### src/rtl/addsub_pkg.sv
// Shared types for the multi-cycle adder/subtractor: op encoding, flag layout
// and FSM states.
package addsub_pkg;

   localparam logic OP_ADD = 1'b0;
   localparam logic OP_SUB = 1'b1;

   // Field order gives out_flags = {N,Z,C,V}.
   typedef struct packed {
      logic n;
      logic z;
      logic c;
      logic v;
   } flags_t;

   typedef enum logic [1:0] {
      IDLE = 2'd0,
      RUN  = 2'd1,
      DONE = 2'd2
   } state_e;

endpackage

### src/rtl/addsub_multicycle_if.sv
// Request/response bundle of the multi-cycle adder/subtractor.
// Handshake: a transfer happens on the rising edge where valid and ready are both 1;
// valid, once raised, is held with stable payload until that edge.
interface addsub_multicycle_if
   import addsub_pkg::*;
#(
   parameter int WIDTH = 64
);
   logic             in_valid;
   logic             in_ready;
   logic             in_op;
   logic [WIDTH-1:0] in_a;
   logic [WIDTH-1:0] in_b;
   logic             out_valid;
   logic             out_ready;
   logic [WIDTH-1:0] out_result;
   flags_t           out_flags;

   modport master (
      output in_valid, in_op, in_a, in_b, out_ready,
      input  in_ready, out_valid, out_result, out_flags
   );

   modport slave (
      input  in_valid, in_op, in_a, in_b, out_ready,
      output in_ready, out_valid, out_result, out_flags
   );
endinterface

### src/rtl/addsub_chunk.sv
// Combinational CHUNK-bit ripple adder; also exposes the carry entering the top
// bit so the caller can form the overflow flag.
module addsub_chunk #(
   parameter int CHUNK = 16
) (
   input  logic [CHUNK-1:0] a,
   input  logic [CHUNK-1:0] b,
   input  logic             cin,
   output logic [CHUNK-1:0] sum,
   output logic             cout,
   output logic             c_msb
);
   logic [CHUNK:0] c;

   assign c[0] = cin;

   for (genvar i = 0; i < CHUNK; i++) begin : g_fa
      full_adder u_fa (
         .a    (a[i]),
         .b    (b[i]),
         .cin  (c[i]),
         .sum  (sum[i]),
         .cout (c[i+1])
      );
   end

   assign cout  = c[CHUNK];
   assign c_msb = c[CHUNK-1];
endmodule

### src/rtl/full_adder.sv
// One-bit full adder cell used by the ripple chains.
module full_adder (
   input  logic a,
   input  logic b,
   input  logic cin,
   output logic sum,
   output logic cout
);
   assign sum  = a ^ b ^ cin;
   assign cout = (a & b) | (cin & (a ^ b));
endmodule

### src/rtl/addsub_multicycle.sv
// Multi-cycle adder/subtractor: one CHUNK-bit slice per RUN cycle, carry kept in a
// register between slices, NZCV flags registered together with the last slice.
module addsub_multicycle
   import addsub_pkg::*;
#(
   parameter int WIDTH = 64,
   parameter int CHUNK = 16
) (
   input  logic   clk,
   input  logic   reset_n,
   addsub_multicycle_if.slave bus,
   output state_e state_o
);
   localparam int          NCHUNK  = WIDTH / CHUNK;
   localparam int          CNT_W   = (NCHUNK > 1) ? $clog2(NCHUNK) : 1;
   localparam int unsigned CHUNK_U = CHUNK;

   state_e           state_q;
   logic [WIDTH-1:0] a_q;
   logic [WIDTH-1:0] b_q;
   logic [WIDTH-1:0] result_q;
   logic [WIDTH-1:0] result_d;
   logic [CNT_W-1:0] cnt_q;
   logic             carry_q;
   flags_t           flags_q;
   flags_t           flags_d;

   logic [CHUNK-1:0] a_slice;
   logic [CHUNK-1:0] b_slice;
   logic [CHUNK-1:0] sum;
   logic             cout;
   logic             c_msb;
   logic             last;
   int unsigned      base;

   assign base    = 32'(cnt_q) * CHUNK_U;
   assign last    = (cnt_q == CNT_W'(NCHUNK - 1));
   assign a_slice = a_q[base +: CHUNK];
   assign b_slice = b_q[base +: CHUNK];

   addsub_chunk #(
      .CHUNK (CHUNK)
   ) u_chunk (
      .a     (a_slice),
      .b     (b_slice),
      .cin   (carry_q),
      .sum   (sum),
      .cout  (cout),
      .c_msb (c_msb)
   );

   // On the last slice result_d is the complete word, so Z can be taken over it.
   always_comb begin
      result_d = result_q;
      result_d[base +: CHUNK] = sum;
      flags_d.n = result_d[WIDTH-1];
      flags_d.z = (result_d == '0);
      flags_d.c = cout;
      flags_d.v = c_msb ^ cout;
   end

   always_ff @(posedge clk or negedge reset_n) begin
      if (!reset_n) begin
         state_q  <= IDLE;
         a_q      <= '0;
         b_q      <= '0;
         result_q <= '0;
         cnt_q    <= '0;
         carry_q  <= 1'b0;
         flags_q  <= '0;
      end else begin
         case (state_q)
            IDLE: begin
               if (bus.in_valid) begin
                  a_q     <= bus.in_a;
                  b_q     <= (bus.in_op == OP_SUB) ? ~bus.in_b : bus.in_b;
                  carry_q <= bus.in_op;
                  cnt_q   <= '0;
                  state_q <= RUN;
               end
            end
            RUN: begin
               result_q <= result_d;
               carry_q  <= cout;
               cnt_q    <= cnt_q + CNT_W'(1);
               if (last) begin
                  flags_q <= flags_d;
                  state_q <= DONE;
               end
            end
            DONE: begin
               if (bus.out_ready) begin
                  state_q <= IDLE;
               end
            end
            default: state_q <= IDLE;
         endcase
      end
   end

   assign bus.in_ready   = (state_q == IDLE);
   assign bus.out_valid  = (state_q == DONE);
   assign bus.out_result = result_q;
   assign bus.out_flags  = flags_q;
   assign state_o        = state_q;
endmodule

### src/flat_wrapper.sv
// flat-port wrapper written by rule: the top's interface ports become plain ports
module addsub_multicycle_flat import addsub_pkg::*;
#(
   parameter int WIDTH = 64,
   parameter int CHUNK = 16
)
  (clk, reset_n, state_o, bus_in_valid, bus_in_op, bus_in_a, bus_in_b, bus_out_ready, bus_in_ready, bus_out_valid, bus_out_result, bus_out_flags);
  addsub_multicycle_if #(.WIDTH(WIDTH)) bus_i ();
  input  logic clk;
  input  logic reset_n;
  output state_e state_o;
  input wire logic [$bits(bus_i.in_valid)-1:0] bus_in_valid;
  input wire logic [$bits(bus_i.in_op)-1:0] bus_in_op;
  input wire logic [$bits(bus_i.in_a)-1:0] bus_in_a;
  input wire logic [$bits(bus_i.in_b)-1:0] bus_in_b;
  input wire logic [$bits(bus_i.out_ready)-1:0] bus_out_ready;
  output wire logic [$bits(bus_i.in_ready)-1:0] bus_in_ready;
  output wire logic [$bits(bus_i.out_valid)-1:0] bus_out_valid;
  output wire logic [$bits(bus_i.out_result)-1:0] bus_out_result;
  output wire logic [$bits(bus_i.out_flags)-1:0] bus_out_flags;
  assign bus_i.in_valid = bus_in_valid;
  assign bus_i.in_op = bus_in_op;
  assign bus_i.in_a = bus_in_a;
  assign bus_i.in_b = bus_in_b;
  assign bus_i.out_ready = bus_out_ready;
  assign bus_in_ready = bus_i.in_ready;
  assign bus_out_valid = bus_i.out_valid;
  assign bus_out_result = bus_i.out_result;
  assign bus_out_flags = bus_i.out_flags;
  addsub_multicycle #(.WIDTH(WIDTH), .CHUNK(CHUNK)) u_core (.clk(clk), .reset_n(reset_n), .bus(bus_i), .state_o(state_o));
endmodule
### config.mk
export PLATFORM = sky130hd
export DESIGN_NAME = addsub_multicycle_flat
export DESIGN_NICKNAME = d
export VERILOG_FILES = /design/src/rtl/addsub_pkg.sv /design/src/rtl/addsub_multicycle_if.sv /design/src/rtl/addsub_chunk.sv /design/src/rtl/full_adder.sv /design/src/rtl/addsub_multicycle.sv /design/src/flat_wrapper.sv
export SDC_FILE = /design/constraint.sdc
export NUM_CORES = 1
export LEC_CHECK = 0
export BUFFER_PORTS_ARGS = -buffer_cell sky130_fd_sc_hd__buf_2
export CAP_MARGIN = 0
export CORE_MARGIN = 2
export CORE_UTILIZATION = 50
export CTS_CLUSTER_SIZE = 30
export DETAILED_ROUTE_END_ITERATION = 8
export GPL_TIMING_DRIVEN = 0
export PLACE_DENSITY = 0.83
export SLEW_MARGIN = 15
export SYNTH_ARGS = -nofsm -noshare
export SYNTH_HDL_FRONTEND = slang
export SYNTH_SLANG_ARGS = --single-unit
### constraint.sdc
create_clock -name clk -period 15.1 [get_ports clk]
set_clock_uncertainty 0.05 [all_clocks]
set_input_delay 3.02 -clock clk [delete_from_list [all_inputs] [get_ports clk]]
set_output_delay 3.02 -clock clk [all_outputs]
set_load 0.005 [all_outputs]
==> summary.txt, run 1 <==
Outcome
  • Status: finished, final reports clean

Worst hold path
  • Hold/Removal Path Class: register to register

Clock network
  • CTS Buf Count: 21
  • Root Driver: clkbuf_16
  • CTS clk-pin slew, worst paths: 60 ps
  • Worst skew pair latency: 510 ps
  • Clock Path Buffers: 3
  • TritonCTS clock tree: done
  • Post-CTS setup buffer count: 0
  • Hold buffers post-CTS: 0
  • Clock Sinks: 201
  • CTS HTree Levels: 1
  • PostCTS Resize Cnt: 0

Final layout
  • Post-route cell area: 11760 sq um
  • Multi-input logic area: 4267 sq um
  • Layout fillers: 1559
  • Share of layout cells above drive strength 1: 24.41%
  • Ant. Diodes: 0
  • Commonest non-fill, non-tap cell in the layout: nand2_1
  • Final core utilization: 62.22%
  • NumNets Final: 1366
  • Seq. cell area: 5030 sq um
  • Most frequent cells in the layout: nand2_1 (337), buf_2 (223), dfrtp_1 (201)
  • P&R area growth vs syn: 20.98%
  • Fin cells: 1485

Timing
  • Finish-stage setup viols: 0
  • Period utilization: 61.37%
  • Final WS setup: 5833 ps
  • Worst-margin pin slew: 819.5 ps
  • RSZ-0062 raised after global routing: false
  • Fin. max-slew vios: 0
  • Slew HR: 45.37%
  • Hold Violations, Final: 0
  • Achievable Freq: 107.9 MHz
  • Final min period: 9267 ps
  • TNS Setup: 0 ps

Worst setup path
  • Peak fanout along the critical path: 10
  • Setup CP Type: register to register
  • Reg2reg setup slack: 5830 ps
  • CP most frequent cell: fa_1
  • Slowest cell delay on critical path: 770 ps
  • WP data arrival: 9650 ps
  • Crit path required time: 15480 ps
  • CP max-delay cell: fa_1
  • Critical Path Sink Type: register
  • Crit start category: register

Synth
  • Async SR Flop Fraction: 100.0%
  • Synthesized Nets: 1139
  • Main synth FF type: dfrtp_1
  • Syn Inst Count: 984
  • Xor/xnor share of the synthesized area: 5.859%
  • Adder-cell share of the synthesized area: 4.069%
  • Main combinational cell family by area after synthesis: simple AND/OR/NAND/NOR gates
  • Post-synth cell types: 50
  • Seq cells post-synth: 201
  • Yosys warning count: 0
  • Simple-gate area share of the yosys netlist: 17.20%
  • Seq/Total Area, Yosys: 51.76%
  • Mean Syn Cell Area: 9.875 sq um
  • Mux contribution to synthesized area: 7.520%
  • Syn Std Cell Area: 9717 sq um
  • Compound-Gate Fraction of Synth Area: 9.258%
  • Post-synth EDFFs: 0

Place
  • Placed cell count: 1448
  • Final Wtd Congestion: 0.8919
  • Final HPWL DP: 20660 um
  • I/O Buffers: 203
  • Placed Instance Area: 11100 sq um
  • Worst slack, placed: 5925 ps

Floorplanning
  • Die area: 20570 sq um
  • I/O pin count: 205
  • CORE AREA: 18890 sq um
  • Site Rows: 50
  • DIE WIDTH: 143.4 um
  • Initial Util: 51.43%
  • Die Y-Extent: 143.4 um

Global routing
  • Gr usage total: 28.45%
  • Largest net degree at the start of global routing: 106
  • Grt total ovfl: 0
  • Initial antenna violation count: 0
  • First-pass GRT wire length: 44550 um
  • Vias in the first global route: 8406

Drt
  • WL/cell: 19.31 um
  • Drt pass-1 iters: 7
  • Initial DRC count: 865
  • DRT antenna net count: 0
  • Total routed wirelength: 28670 um
  • DR DRC count: 0
  • Vias: 8407
  • Post-DR vias/cell: 5.661

Job
  • Max Cap Violations: 0

Power
  • Worst vdd ir: 0.2018 mV
  • Power density over the cells: 266.9 nW/um^2
  • P_leak: 5.807 nW
registers in the layout, summed over array words and instances, names as in the netlist:
name,cells
u_core.a_q,64
u_core.b_q,64
u_core.bus.out_flags,4
u_core.bus.out_result,64
u_core.carry_q,1
u_core.cnt_q,2
u_core.state_o,2
logic make-up after synthesis:
family,after synthesis
compound gates,164
xor+xnor,65
fa+ha+maj,22
buf+inv,101
flops,201
mux,33
simple gates,398
worst paths after layout:
kind | depth (start not counted) | from | end
setup / recovery | 27 | u_core.cnt_q[1] | u_core.bus.out_flags[2]
hold / removal | 2 | u_core.a_q[55] | u_core.a_q[55]
setup reg to reg | 27 | u_core.cnt_q[1] | u_core.bus.out_flags[2]
hold reg to reg | 2 | u_core.a_q[55] | u_core.a_q[55]
max in group asynchronous | 2 | reset_n | u_core.bus.out_result[51]
min in group asynchronous | 1 | reset_n | u_core.bus.out_result[0]
layer usage:
layer / up-vias / share of wire (%) / global-route usage, % / wire length (um)
li1: 3714 / - / - / -
met1: 4130 / 38 / 38.00 / 11010
met2: 485 / 48 / 46.87 / 13750
met3: 78 / 9.5 / 4.598 / 2728
met4: 0 / 4.1 / 11.40 / 1183
met5: - / 0 / 0 / 0
layout make-up:
class	instances	share of cell area, %
Clock buffer	31	5.301
Buffer	62	2.331
Timing Repair Buffer	204	8.962
Multi-Input combinational cell	682	36.30
Tap cell	260	2.767
Clock inverter	6	0.3087
Inverter	39	1.245
Sequential cell	201	42.79
worst max-delay path: cells and delay by family, from the launching register on:
kind,cells,cell delay (ps)
flip-flops,1,390
buffers and inverters,5,1080
AO/OA/AOI/OAI,3,470
AND/OR/NAND/NOR,2,350
adder cells (fa/ha/maj),16,6540
multiplexers,1,320
cell usage after synthesis (2+ instances only):
cell type  number  area share (%)
nor4_1          7            0.45
nor2b_1         8            0.52
o21bai_1        3            0.23
inv_1          38             1.5
buf_1           4            0.15
nor3_1          5            0.26
nor4b_1         2            0.18
or4_1           5            0.39
fa_1           16             3.3
a31oi_1         6            0.39
o21ai_0       130             6.7
buf_2          21             1.1
clkbuf_1       34             1.3
mux4_2         32             7.4
nor2_1          8            0.31
nand2_1       337              13
buf_4           2            0.15
nand2b_1        5            0.32
nand4_1         2            0.13
o21ai_1         3            0.15
nand3_1         6            0.31
ha_1            6            0.77
o31ai_1         2            0.15
dfrtp_1       201              52
a21oi_1         4            0.21
and2b_1         2            0.15
o41ai_1         8            0.72
xnor2_1        65             5.9
per-stage QoR:
stage | hold WS (ps) | total power [W]
final | 416.4 | 0.003138
after global routing | 446.2 | 0.003315
after CTS | 422.3 | 0.003102
after detailed placement | 407.5 | 0.002589
after global placement | 402.6 | 0.002529
after floorplan | 390.3 | 0.001905
where the power goes:
| part | internal (W) | switching, W | total (W) | leakage, nW |
|---|---|---|---|---|
| logic | 0.000620 | 0.00107 | 0.00169 | 2.90 |
| clock network | 0.000286 | 0.000212 | 0.000497 | 0.327 |
| registers | 0.000787 | 0.000167 | 0.000954 | 2.58 |
| total | 0.00169 | 0.00144 | 0.00314 | 5.81 |
Note: power is estimated with default switching activity, not from simulation.
==> run 2: changes to the inputs <==
- clock period: 15.1 -> 8.6 ns (I/O delays scaled with it)
==> run 2 against run 1 <==
Effect of this change:
- sequential cell count is the same
- die area did not move
- hold slack about the same
- clock-buffer cell count is the same
==> summary.txt, run 2 (same netlist as run 1, synthesis figures left out) <==
Timing
  • Finish-stage setup viols: 0 (unchanged)
  • Worst-margin pin slew: 815.1 ps (was 819.5 ps)
  • Hold Violations, Final: 0 (unchanged)
  • Period utilization: 97.01% (was 61.37%)
  • Slew HR: 45.66% (was 45.37%)
  • Fin. max-slew vios: 0 (unchanged)
  • Final WS setup: 256.8 ps (was 5833 ps)
  • Final min period: 8343 ps (was 9267 ps)
  • TNS Setup: 0 ps (unchanged)
  • Achievable Freq: 119.9 MHz (was 107.9 MHz)

Floorplanning
  • I/O pin count: 205 (unchanged)
  • Die Y-Extent: 143.4 um (unchanged)
  • Site Rows: 50 (unchanged)
  • CORE AREA: 18890 sq um (unchanged)
  • Die area: 20570 sq um (unchanged)
  • DIE WIDTH: 143.4 um (unchanged)
  • Initial Util: 51.43% (unchanged)

Global routing
  • Grt total ovfl: 0 (unchanged)
  • Largest net degree at the start of global routing: 106 (unchanged)
  • Initial antenna violation count: 0 (unchanged)
  • Vias in the first global route: 8411 (was 8406)
  • Gr usage total: 28.48% (was 28.45%)
  • First-pass GRT wire length: 44570 um (was 44550 um)

Clock network
  • Clock Sinks: 201 (unchanged)
  • CTS HTree Levels: 1 (unchanged)
  • Root Driver: clkbuf_16 (unchanged)
  • CTS clk-pin slew, worst paths: 60 ps (about the same)
  • CTS Buf Count: 21 (unchanged)
  • Worst skew pair latency: 510 ps (about the same)
  • TritonCTS clock tree: done (unchanged)
  • Clock Path Buffers: 3 (unchanged)

Worst setup path
  • Peak fanout along the critical path: 10 (unchanged)
  • WP data arrival: 8730 ps (was 9650 ps)
  • CP max-delay cell: fa_2 (was fa_1)
  • Slowest cell delay on critical path: 570 ps (was 770 ps)
  • CP startpoint: u_core.cnt_q[0] (was u_core.cnt_q[1])
  • Worst reg2reg startpoint: u_core.cnt_q[0] (was u_core.cnt_q[1])
  • CP most frequent cell: fa_1 (unchanged)
  • Crit path required time: 8980 ps (was 15480 ps)
  • Crit start category: register (unchanged)
  • Critical Path Sink Type: register (unchanged)
  • Setup CP Type: register to register (unchanged)

Drt
  • WL/cell: 19.43 um (was 19.31 um)
  • DRT antenna net count: 0 (unchanged)
  • Post-DR vias/cell: 5.667 (was 5.661)
  • DR DRC count: 0 (unchanged)
  • Initial DRC count: 790 (was 865)
  • Total routed wirelength: 28850 um (was 28670 um)
  • Drt pass-1 iters: 5 (was 7)
  • Vias: 8416 (was 8407)

Place
  • Final Wtd Congestion: 0.8919 (unchanged)
  • Worst slack, placed: -574.9 ps (was 5925 ps)
  • I/O Buffers: 203 (unchanged)
  • Final HPWL DP: 20660 um (unchanged)
  • Placed cell count: 1448 (unchanged)

Final layout
  • Fin cells: 1485 (unchanged)
  • P&R area growth vs syn: 21.38% (was 20.98%)
  • Commonest non-fill, non-tap cell in the layout: nand2_1 (unchanged)
  • Seq. cell area: 5030 sq um (unchanged)
  • Share of layout cells above drive strength 1: 25.22% (was 24.41%)
  • Multi-input logic area: 4294 sq um (was 4267 sq um)
  • Ant. Diodes: 0 (unchanged)
  • NumNets Final: 1366 (unchanged)
  • Layout fillers: 1561 (was 1559)
  • Most frequent cells in the layout: nand2_1 (337), buf_2 (222), dfrtp_1 (201) (was nand2_1 (337), buf_2 (223), dfrtp_1 (201))

Worst hold path
  • Hold/Removal Path Class: register to register (unchanged)
  • HP Start: u_core.a_q[55] (unchanged)

Power
  • Worst vdd ir: 0.3713 mV (was 0.2018 mV)
  • Sw Share: 46.07% (was 46.04%)
  • Clock group share of total power: 15.5% (was 15.8%)
  • Total power draw: 0.005620 W (was 0.003138 W)
  • Share of power burned in registers: 29.9% (was 30.4%)
  • P_leak: 5.817 nW (was 5.807 nW)
  • Logic pwr share: 54.5% (was 53.8%)
  • Power density over the cells: 476.5 nW/um^2 (was 266.9 nW/um^2)
  • Internal power: 0.003031 W (was 0.001693 W)
  • Switching Power: 0.002589 W (was 0.001445 W)

Outcome
  • Status: finished, final reports clean (unchanged)

Job
  • Max Cap Violations: 0 (unchanged)
-- run 2: changes by cell type in the layout (fill, tap and decap cells not counted), sizes merged --
cell | previous run | this run
buf | 232 | 233
clkbuf | 65 | 64
-- run 2: power by group through the flow --
stage	Sequential, W	Combinational, W	Clock [W]
floorplan	0.00160	0.00175	0
global placement	0.00165	0.00279	0
detailed placement	0.00167	0.00287	0
CTS	0.00167	0.00293	0.000878
global route	0.00172	0.00327	0.000916
finish	0.00168	0.00307	0.000873
-- run 2: per-layer routing --
| layer | global-route usage (%) | vias to the layer above | routed length, um |
|---|---|---|---|
| met5 | 0 | - | 0 |
| met1 | 37.99 | 4124 | 11150 |
| met2 | 46.97 | 492 | 13600 |
| met3 | 4.598 | 89 | 2778 |
| met4 | 11.40 | 0 | 1313 |
| li1 | - | 3711 | - |
-- run 2: repair_timing --
| action | 4_1_cts | 5_1_grt |
|---|---|---|
| setup endpoints to repair | 6 | 2 |
| pin swaps | 1 | 2 |
| gates resized for setup | 6 | 6 |
| setup buffers | 1 | 0 |
| gates cloned | 0 | 0 |
| hold buffers | 0 | 0 |
-- run 2: through the flow --
step / area (sq um) / utilization, % / hold slack [ps]
3_3_place_gp: 11060 / 58.53 / 402.6
2_1_floorplan: 9717 / - / 390.3
4_1_cts: 11770 / 62.30 / 422.3
5_1_grt: 11790 / 62.42 / 446.2
6_report: 11790 / 62.42 / 416.5
3_5_place_dp: 11100 / 58.73 / 407.5
-- run 2: critical path: cells and delay by family (launching register included) --
family	cells	cell delay, ps
AND/OR/NAND/NOR	2	250
buffers and inverters	6	700
AO/OA/AOI/OAI	3	450
flip-flops	1	420
adder cells (fa/ha/maj)	16	6070
multiplexers	1	330
-- run 2: area by class of cell --
cell class	instances	share of cell area [%]
Timing Repair Buffer	205	8.996
Multi-Input combinational cell	682	36.41
Buffer	61	2.355
Clock inverter	6	0.3077
Clock buffer	31	5.283
Tap cell	260	2.758
Inverter	39	1.241
Sequential cell	201	42.65
-- run 2: final timing paths --
path,endpoint,slack [ps],cells after the start
worst min-delay path,u_core.a_q[55],420,2
min in group asynchronous,u_core.bus.out_result[0],1200,1
worst max register to register,u_core.bus.out_flags[2],260,28
worst min register to register,u_core.a_q[55],420,2
max in group asynchronous,u_core.b_q[41],6370,2
worst max-delay path,u_core.bus.out_flags[2],260,28
